`config.mk`:
```
export PLATFORM = sky130hd
export DESIGN_NAME = ccu_snoop_arbiter
export DESIGN_NICKNAME = d
export VERILOG_FILES = /design/src/rtl/ccu_snoop_arbiter.sv
export SDC_FILE = /design/constraint.sdc
export NUM_CORES = 1
export LEC_CHECK = 0
export ABC_AREA = 1
export BUFFER_PORTS_ARGS = -buffer_cell sky130_fd_sc_hd__buf_2
export CORE_AREA = 3 3 143 145
export DETAILED_ROUTE_END_ITERATION = 16
export DIE_AREA = 0 0 146 148
export SETUP_SLACK_MARGIN = 0.15
export SKIP_CTS_REPAIR_TIMING = 1
export SLEW_MARGIN = 25
export SYNTH_ARGS = -nofsm -noshare
export SYNTH_HDL_FRONTEND = slang
export SYNTH_HIERARCHICAL = 1
export SYNTH_SLANG_ARGS = --single-unit
```
`constraint.sdc`:
```
create_clock -name clk_i -period 3.95 [get_ports clk_i]
set_input_delay 1.185 -clock clk_i [delete_from_list [all_inputs] [get_ports clk_i]]
set_output_delay 1.185 -clock clk_i [all_outputs]
set_load 0.1 [all_outputs]
```
`src/rtl/ccu_snoop_arbiter.sv`:
```
// CCU snoop port arbiter: shares one snoop-crossbar port (AC/CR/CD) between
// NumReq snoop controllers. AC requests are granted round-robin; the grant
// order is recorded so CR responses and CD bursts are routed back in AC order.
// Payload layout: cr_resp_t bit 0 is DataTransfer, cd_chan_t bit 0 is last.

// Small synchronous FIFO holding requester indices for the route stages.
module ccu_snoop_arbiter_fifo #(
    parameter int unsigned Depth = 4,
    parameter int unsigned DataW = 1
) (
    input  logic             clk_i,
    input  logic             rst_ni,
    input  logic             push_i,
    input  logic [DataW-1:0] data_i,
    input  logic             pop_i,
    output logic [DataW-1:0] data_o,
    output logic             empty_o,
    output logic             full_o
);
    localparam int unsigned PtrW = (Depth > 1) ? $clog2(Depth) : 1;
    localparam int unsigned CntW = $clog2(Depth + 1);

    logic [DataW-1:0] r_mem [Depth];
    logic [PtrW-1:0]  r_wr;
    logic [PtrW-1:0]  r_rd;
    logic [CntW-1:0]  r_cnt;
    logic             w_push;
    logic             w_pop;

    // Full/empty come from the registered count only, so a coincident pop
    // never lets a push into a full FIFO.
    assign full_o  = (r_cnt == CntW'(Depth));
    assign empty_o = (r_cnt == CntW'(0));
    assign data_o  = r_mem[r_rd];
    assign w_push  = push_i && !full_o;
    assign w_pop   = pop_i && !empty_o;

    // Storage, pointer and occupancy update.
    always_ff @(posedge clk_i or negedge rst_ni) begin
        if (!rst_ni) begin
            for (int i = 0; i < int'(Depth); i++) begin
                r_mem[i] <= '0;
            end
            r_wr  <= '0;
            r_rd  <= '0;
            r_cnt <= '0;
        end else begin
            if (w_push) begin
                r_mem[r_wr] <= data_i;
                r_wr        <= (r_wr == PtrW'(Depth - 1)) ? '0 : r_wr + PtrW'(1);
            end
            if (w_pop) begin
                r_rd <= (r_rd == PtrW'(Depth - 1)) ? '0 : r_rd + PtrW'(1);
            end
            case ({w_push, w_pop})
                2'b10:   r_cnt <= r_cnt + CntW'(1);
                2'b01:   r_cnt <= r_cnt - CntW'(1);
                default: r_cnt <= r_cnt;
            endcase
        end
    end
endmodule

// Protocol checker: a CR beat must never arrive with no snoop outstanding.
module ccu_snoop_arbiter_chk (
    input logic clk_i,
    input logic rst_ni,
    input logic snp_cr_valid_i,
    input logic cr_empty_i
);
    a_cr_without_ac: assert property (@(posedge clk_i) disable iff (!rst_ni)
        snp_cr_valid_i |-> !cr_empty_i);
endmodule

module ccu_snoop_arbiter #(
    parameter int unsigned NumReq   = 2,
    parameter int unsigned MaxTrans = 4,
    parameter type ac_chan_t = logic [47:0],
    parameter type cr_resp_t = logic [4:0],
    parameter type cd_chan_t = logic [64:0]
) (
    input  logic                    clk_i,
    input  logic                    rst_ni,
    input  logic [NumReq-1:0]       req_ac_valid_i,
    output logic [NumReq-1:0]       req_ac_ready_o,
    input  ac_chan_t [NumReq-1:0]   req_ac_i,
    output logic [NumReq-1:0]       req_cr_valid_o,
    input  logic [NumReq-1:0]       req_cr_ready_i,
    output cr_resp_t [NumReq-1:0]   req_cr_resp_o,
    output logic [NumReq-1:0]       req_cd_valid_o,
    input  logic [NumReq-1:0]       req_cd_ready_i,
    output cd_chan_t [NumReq-1:0]   req_cd_o,
    output logic                    snp_ac_valid_o,
    input  logic                    snp_ac_ready_i,
    output ac_chan_t                snp_ac_o,
    input  logic                    snp_cr_valid_i,
    output logic                    snp_cr_ready_o,
    input  cr_resp_t                snp_cr_resp_i,
    input  logic                    snp_cd_valid_i,
    output logic                    snp_cd_ready_o,
    input  cd_chan_t                snp_cd_i
);
    localparam int unsigned IdxW = $clog2(NumReq);

    logic [IdxW-1:0] r_rr;
    logic            r_lock;
    logic [IdxW-1:0] r_lock_idx;
    logic [IdxW-1:0] w_rr_idx;
    logic [IdxW-1:0] w_grant;
    logic            w_ac_hs;
    logic            w_cr_full, w_cr_empty, w_cr_ok, w_cr_hs, w_cr_dt;
    logic [IdxW-1:0] w_cr_head;
    logic            w_cd_full, w_cd_empty, w_cd_pop;
    logic [IdxW-1:0] w_cd_head;

    // Round-robin search for the first valid requester at or after r_rr.
    always_comb begin
        int  k;
        logic found;
        k        = 0;
        found    = 1'b0;
        w_rr_idx = r_rr;
        for (int i = 0; i < int'(NumReq); i++) begin
            k = int'(r_rr) + i;
            if (k >= int'(NumReq)) begin
                k = k - int'(NumReq);
            end else begin
                k = k;
            end
            if (!found && req_ac_valid_i[k]) begin
                found    = 1'b1;
                w_rr_idx = IdxW'(k);
            end else begin
                found    = found;
            end
        end
    end

    // A stalled grant stays locked so the crossbar sees a stable AC payload.
    assign w_grant = r_lock ? r_lock_idx : w_rr_idx;

    // AC mux towards the crossbar; ready only returns to the granted index.
    always_comb begin
        snp_ac_valid_o          = (|req_ac_valid_i) && !w_cr_full;
        snp_ac_o                = req_ac_i[w_grant];
        req_ac_ready_o          = '0;
        req_ac_ready_o[w_grant] = snp_ac_ready_i && !w_cr_full;
    end

    assign w_ac_hs = snp_ac_valid_o && snp_ac_ready_i;

    // Round-robin pointer advance and stall lock.
    always_ff @(posedge clk_i or negedge rst_ni) begin
        if (!rst_ni) begin
            r_rr       <= '0;
            r_lock     <= 1'b0;
            r_lock_idx <= '0;
        end else if (w_ac_hs) begin
            r_rr   <= (w_grant == IdxW'(NumReq - 1)) ? '0 : w_grant + IdxW'(1);
            r_lock <= 1'b0;
        end else if (snp_ac_valid_o) begin
            r_lock     <= 1'b1;
            r_lock_idx <= w_grant;
        end else begin
            r_lock <= 1'b0;
        end
    end

    // A data-carrying CR may only pass when its CD route can be recorded.
    assign w_cr_dt = snp_cr_resp_i[0];
    assign w_cr_ok = !w_cr_empty && (!w_cd_full || !w_cr_dt);
    assign w_cr_hs = snp_cr_valid_i && snp_cr_ready_o;

    // CR steering to the head-of-line requester; payload is broadcast.
    always_comb begin
        req_cr_valid_o            = '0;
        req_cr_valid_o[w_cr_head] = snp_cr_valid_i && w_cr_ok;
        snp_cr_ready_o            = w_cr_ok && req_cr_ready_i[w_cr_head];
        for (int i = 0; i < int'(NumReq); i++) begin
            req_cr_resp_o[i] = snp_cr_resp_i;
        end
    end

    // CD steering; the route is retired on the beat flagged last.
    always_comb begin
        req_cd_valid_o            = '0;
        req_cd_valid_o[w_cd_head] = snp_cd_valid_i && !w_cd_empty;
        snp_cd_ready_o            = req_cd_ready_i[w_cd_head] && !w_cd_empty;
        for (int i = 0; i < int'(NumReq); i++) begin
            req_cd_o[i] = snp_cd_i;
        end
    end

    assign w_cd_pop = snp_cd_valid_i && snp_cd_ready_o && snp_cd_i[0];

    ccu_snoop_arbiter_fifo #(.Depth(MaxTrans), .DataW(IdxW)) u_cr_fifo (
        .clk_i   (clk_i),
        .rst_ni  (rst_ni),
        .push_i  (w_ac_hs),
        .data_i  (w_grant),
        .pop_i   (w_cr_hs),
        .data_o  (w_cr_head),
        .empty_o (w_cr_empty),
        .full_o  (w_cr_full)
    );

    ccu_snoop_arbiter_fifo #(.Depth(MaxTrans), .DataW(IdxW)) u_cd_fifo (
        .clk_i   (clk_i),
        .rst_ni  (rst_ni),
        .push_i  (w_cr_hs && w_cr_dt),
        .data_i  (w_cr_head),
        .pop_i   (w_cd_pop),
        .data_o  (w_cd_head),
        .empty_o (w_cd_empty),
        .full_o  (w_cd_full)
    );

    ccu_snoop_arbiter_chk u_chk (
        .clk_i          (clk_i),
        .rst_ni         (rst_ni),
        .snp_cr_valid_i (snp_cr_valid_i),
        .cr_empty_i     (w_cr_empty)
    );
endmodule
```
# Word-level counts from Yosys, hierarchy flattened
# Cells that the tools add are included.
dict set report word_totals {
  latchBits 0
  wordCells 143
  romBits 0
  memories 0
  ramBits 0
  register_bits 25
  input_bits 177
}
dict set report classes {
  multipliers 0
  div 0
  n_mux 45
  shift 0
  bitwise 8
  n_reduce_logical 35
  add_sub_neg 12
  order_cmp 16
  eq_ne 10
}
# op n
set ops {}
lappend ops {{$mux 48} 2}
lappend ops {{$lt 32x3->1 const B} 2}
lappend ops {{$mux 32} 2}
lappend ops {{$mux 1} 26}
lappend ops {{$logic_and 1x1->1} 22}
lappend ops {{$eq 2x2->1 const B} 6}
lappend ops {{$ge 3x3->1 const B} 4}
lappend ops {{$not 2->3} 4}
lappend ops {{$pmux 3 s2} 2}
lappend ops {{$add 2x1->2 const B} 4}
lappend ops {{$bwmux 4} 2}
lappend ops {{$mux 2} 4}
lappend ops {{$add 3x1->3 const B} 2}
lappend ops {{$and 2x2->2} 3}
lappend ops {{$eq 3x3->1 const B} 2}
lappend ops {{$logic_not 1->1} 6}
lappend ops {{$logic_not 3->1} 2}
lappend ops {{$lt 1x2->1 const B} 3}
lappend ops {{$lt 3x1->1 const B} 2}
lappend ops {{$sub 3x1->3 const B} 2}
lappend ops {{$bmux 1 s2} 2}
lappend ops {{$demux 1 s2} 2}
lappend ops {{$eq 2x1->1 const B} 2}
lappend ops {{$reduce_bool 2->1} 2}
lappend ops {{12 further kinds} 16}

# Logic depth before layout (Yosys ltp)
dict set report logic_depth {
  word_depth 15
  mapped_depth 18
  depth_no_buf 18
}

# By module
# Netlist, hierarchy kept.
# mod cells_each instances area_per_inst_um2
set by_module_without_submodules {}
lappend by_module_without_submodules {ccu_snoop_arbiter 348 1 2003.2}
lappend by_module_without_submodules {ccu_snoop_arbiter_fifo 80 2 680.7}

# Worst setup path before layout
# Ideal clock, no wire load.
dict set report synth_timing {
  path_kind {input-to-output}
  start {input snp_cd_valid_i}
  end {output req_cd_valid_o[1]}
  arrival_time_ns 3.417
  path_buffers 0
  stages 2
  slack_ns -0.652
  t_required_ns 2.765
  path_cell_list {inv_1 > nor3b_1}
}
dict set report synth_between {
  elab_chain_cells 2
}
# item line
set synth_rtl {}
lappend synth_rtl {{start: declaration} 99} ;# input logic snp_cd_valid_i,
lappend synth_rtl {{$logic_and 1x1->1} 187} ;# req_cd_valid_o[w_cd_head] = snp_cd_valid_i && !w_cd_empty;
lappend synth_rtl {{$and 2x2->2 (no source line)} --}
lappend synth_rtl {{end: declaration} 90} ;# output logic [NumReq-1:0] req_cd_valid_o,
# No other way between the ends.

==> flow_metrics.py <==
metrics = {
    "min_path": {
        "min_delay_path_depth": 2,
        "min_to": "u_cr_fifo/r_mem[1]",
        "min-delay-start": "u_cr_fifo/r_mem[1]",
        "hold_path.class": "flip-flop to flip-flop",
    },
    "detailed_routing": {
        "drt_iter0_drc": 93,
        "drcViolationCount": 0,
        "via_per_inst": 3.86,
        "first_pass_iters": 4,
        "wirelength_um": 13800,
        "ant_nets": 0,
        "wl_per_cell_um": 17.4,
        "vias": 3059,
    },
    "synth": {
        "async_flop_share_pct": 100,
        "ys_seq_area_share_pct": 18.6,
        "yosys_warnings": 6,
        "synth.net_count": 699,
        "postSynthCellCount": 508,
        "synth_seq_cells": 25,
        "synth_edf_count": 0,
        "syn_area_um2": 3360,
        "synthFlopType": "dfrtp_1",
        "avgSynthCellArea_um2": 6.62,
        "synth_cell_types": 23,
    },
    "critical_path": {
        "crit_start": "req_ac_valid_i[1]",
        "r2r_start": "u_cr_fifo/r_cnt[0]",
        "crit_chain": "buf_2 -> inv_1 -> a21oi_1 -> nand2_2 -> nand2_2 -> buf_12 -> nand2_1 -> nand2_1 -> buf_12",
        "cpPeakStageDelay_ps": 240,
        "crit_type": "input pin to output pin",
        "crit_fanout": 39,
        "cp-end-kind": "output pin",
        "crit_buf_inv": 4,
        "worstPathArrival_ps": 2470,
        "worst_path_max_delay_cell": "buf_12",
        "rrSetupSlack_ps": 1070,
        "r2r_cells": 11,
        "critical_path.top_delay_family": "buffers and inverters",
        "cp-start-kind": "input pin",
        "cp_data_required_time_ps": 2760,
        "reg2reg_to": "u_cr_fifo/r_cnt[1]",
    },
    "clocking": {
        "clockBufferDepth": 2,
        "clk-insertion-delay-late_ps": 260,
        "clkTransAtPathRegs_ps": 70,
        "cts_buffers": 3,
        "htreeDepth": 1,
        "cts_sinks": 25,
        "root_buffer": "clkbuf_16",
        "cts_tree": "done",
    },
    "global_route": {
        "grt_pass1_vias": 2819,
        "grt_overflow_total": 0,
        "grt_max_degree": 51,
        "antenna_found_initial": 0,
        "grt_usage_pct": 11.5,
        "grt_pass1_wl_um": 18800,
    },
    "sta": {
        "fin_skew_ps": 2.60,
        "drv_slew": 0,
        "worst_slew_pin_slew_ps": 802,
        "rsz0062_at_grt": "no",
        "fmax_mhz": 274,
        "min_period_ps": 3650,
        "setup_ws_ps": 300,
        "setup_viol": 0,
        "fin_crit_sh_pct": 92.4,
        "fin_setup_tns_ps": 0,
        "relSlewSlack_pct": 46.4,
        "finalHoldViolCount": 0,
    },
    "finish": {
        "layout-drive-gt1-share_pct": 38.5,
        "n_antenna_cell": 0,
        "final.fill_count": 2142,
        "area_growth_pct": 27.5,
        "mostFrequentLayoutCells": "154 x nand2_1, 119 x buf_2, 55 x nand3_1, 52 x buf_12, 36 x inv_1",
        "final_common_cell": "nand2_1",
        "final_cells": 792,
        "design_area_um2": 4290,
        "nets": 719,
    },
    "run": {
        "maxCapViolations": 0,
    },
    "floorplan": {
        "placementRows": 51,
        "die_y_um": 148,
        "io_pins": 374,
        "initial_core_util_pct": 17.4,
        "die-area_um2": 21600,
        "die_w_um": 146,
        "core-area_um2": 19300,
    },
    "power": {
        "cellPowerDensity_nw_per_um2": 1040,
        "max-vdd-ir-drop_v": 0.000359,
        "p_leak_nw": 2.33,
    },
    "status": {
        "status": "complete, no violations",
    },
    "placed_design": {
        "dp_slack_ps": 302,
        "dp.cells": 788,
        "hpwl_um": 12000,
        "portBuffers": 169,
        "routabilityCongestion": 0.749,
        "post_dp_cell_area_um2": 4210,
    },
}
worst max path at each step:
stage / slack (ps) / depth (start not counted) / end
after global routing: 190 / 9 / snp_ac_o[21]
after global placement: 320 / 9 / snp_ac_o[21]
after floorplan: 50 / 3 / req_cr_valid_o[0]
final: 300 / 9 / snp_ac_o[21]
after CTS: 290 / 8 / snp_ac_o[21]
after detailed placement: 300 / 8 / snp_ac_o[21]
through the flow:
| stage | hold slack (ps) | total power [mW] | utilization [%] |
|---|---|---|---|
| after floorplan | 436 | 3.69 | - |
| after global placement | 453 | 4.21 | 21.8 |
| after detailed placement | 464 | 4.24 | 21.8 |
| after CTS | 480 | 4.48 | 22.2 |
| after global routing | 499 | 4.68 | 22.2 |
| final | 478 | 4.45 | 22.2 |
worst min-delay path, stage by stage, from the launching register on:
cell and delay, ps:
dfrtp_1 350, nand2_1 50, nand2_1 50
logic make-up (layout without fill, tap and decap cells):
kind of cell	Yosys count	count (layout)	synth area share, %
AOI/OAI and AO/OA	18	18	2.83
buffers and inverters	195	214	38.8
DFF	25	25	18.6
and+or+nand+nor	254	254	33.6
adders and majority gates	14	14	5.65
xor gates and xnor gates	2	2	0.521
layer usage:
layer / vias up / wire length, µm / global-route usage [%] / part of all wire (%)
met1: 1337 / 3780 / 9.75 / 27
li1: 1487 / - / - / -
met5: - / 0 / 0 / 0
met4: 0 / 459 / 4.14 / 3.3
met3: 39 / 3320 / 13.0 / 24
met2: 196 / 6210 / 17.5 / 45
area by class of cell:
class,count,area [µm²],area share (%)
clock buffers,3,75.1,1.75
inverters,36,135,3.15
multi-input cells,288,1460,34.0
repair buffers,174,1660,38.7
flip-flops and latches,25,626,14.6
well taps,265,332,7.73
clock inverters,1,5.00,0.117
state kept, by name, indices dropped and copies added, names as in the netlist:
signal	count
r_rr	1
r_lock	1
u_cr_fifo/r_mem	4
u_cd_fifo/r_rd	2
u_cr_fifo/r_wr	2
u_cd_fifo/r_mem	4
u_cr_fifo/r_cnt	3
u_cd_fifo/r_wr	2
r_lock_idx	1
u_cd_fifo/r_cnt	3
u_cr_fifo/r_rd	2
where the power goes:
part           internal [mW]  switching [mW]
Sequential             0.371           0.105
Combinational           1.15            2.59
Clock                  0.137          0.0960
Total                   1.65            2.80
cell usage after synthesis, types with 7 or more instances:
| master | instances | area (µm²) |
|---|---|---|
| buf_4 | 147 | 1100 |
| dfrtp_1 | 25 | 626 |
| ha_1 | 12 | 150 |
| inv_1 | 36 | 135 |
| nand2_1 | 156 | 586 |
| nand3_1 | 55 | 275 |
| nand3_2 | 8 | 80.1 |
| nand4_1 | 10 | 62.6 |
| nor2_1 | 12 | 45.0 |
| o21ai_0 | 7 | 35.0 |
Power figures use the tool's default switching activity.
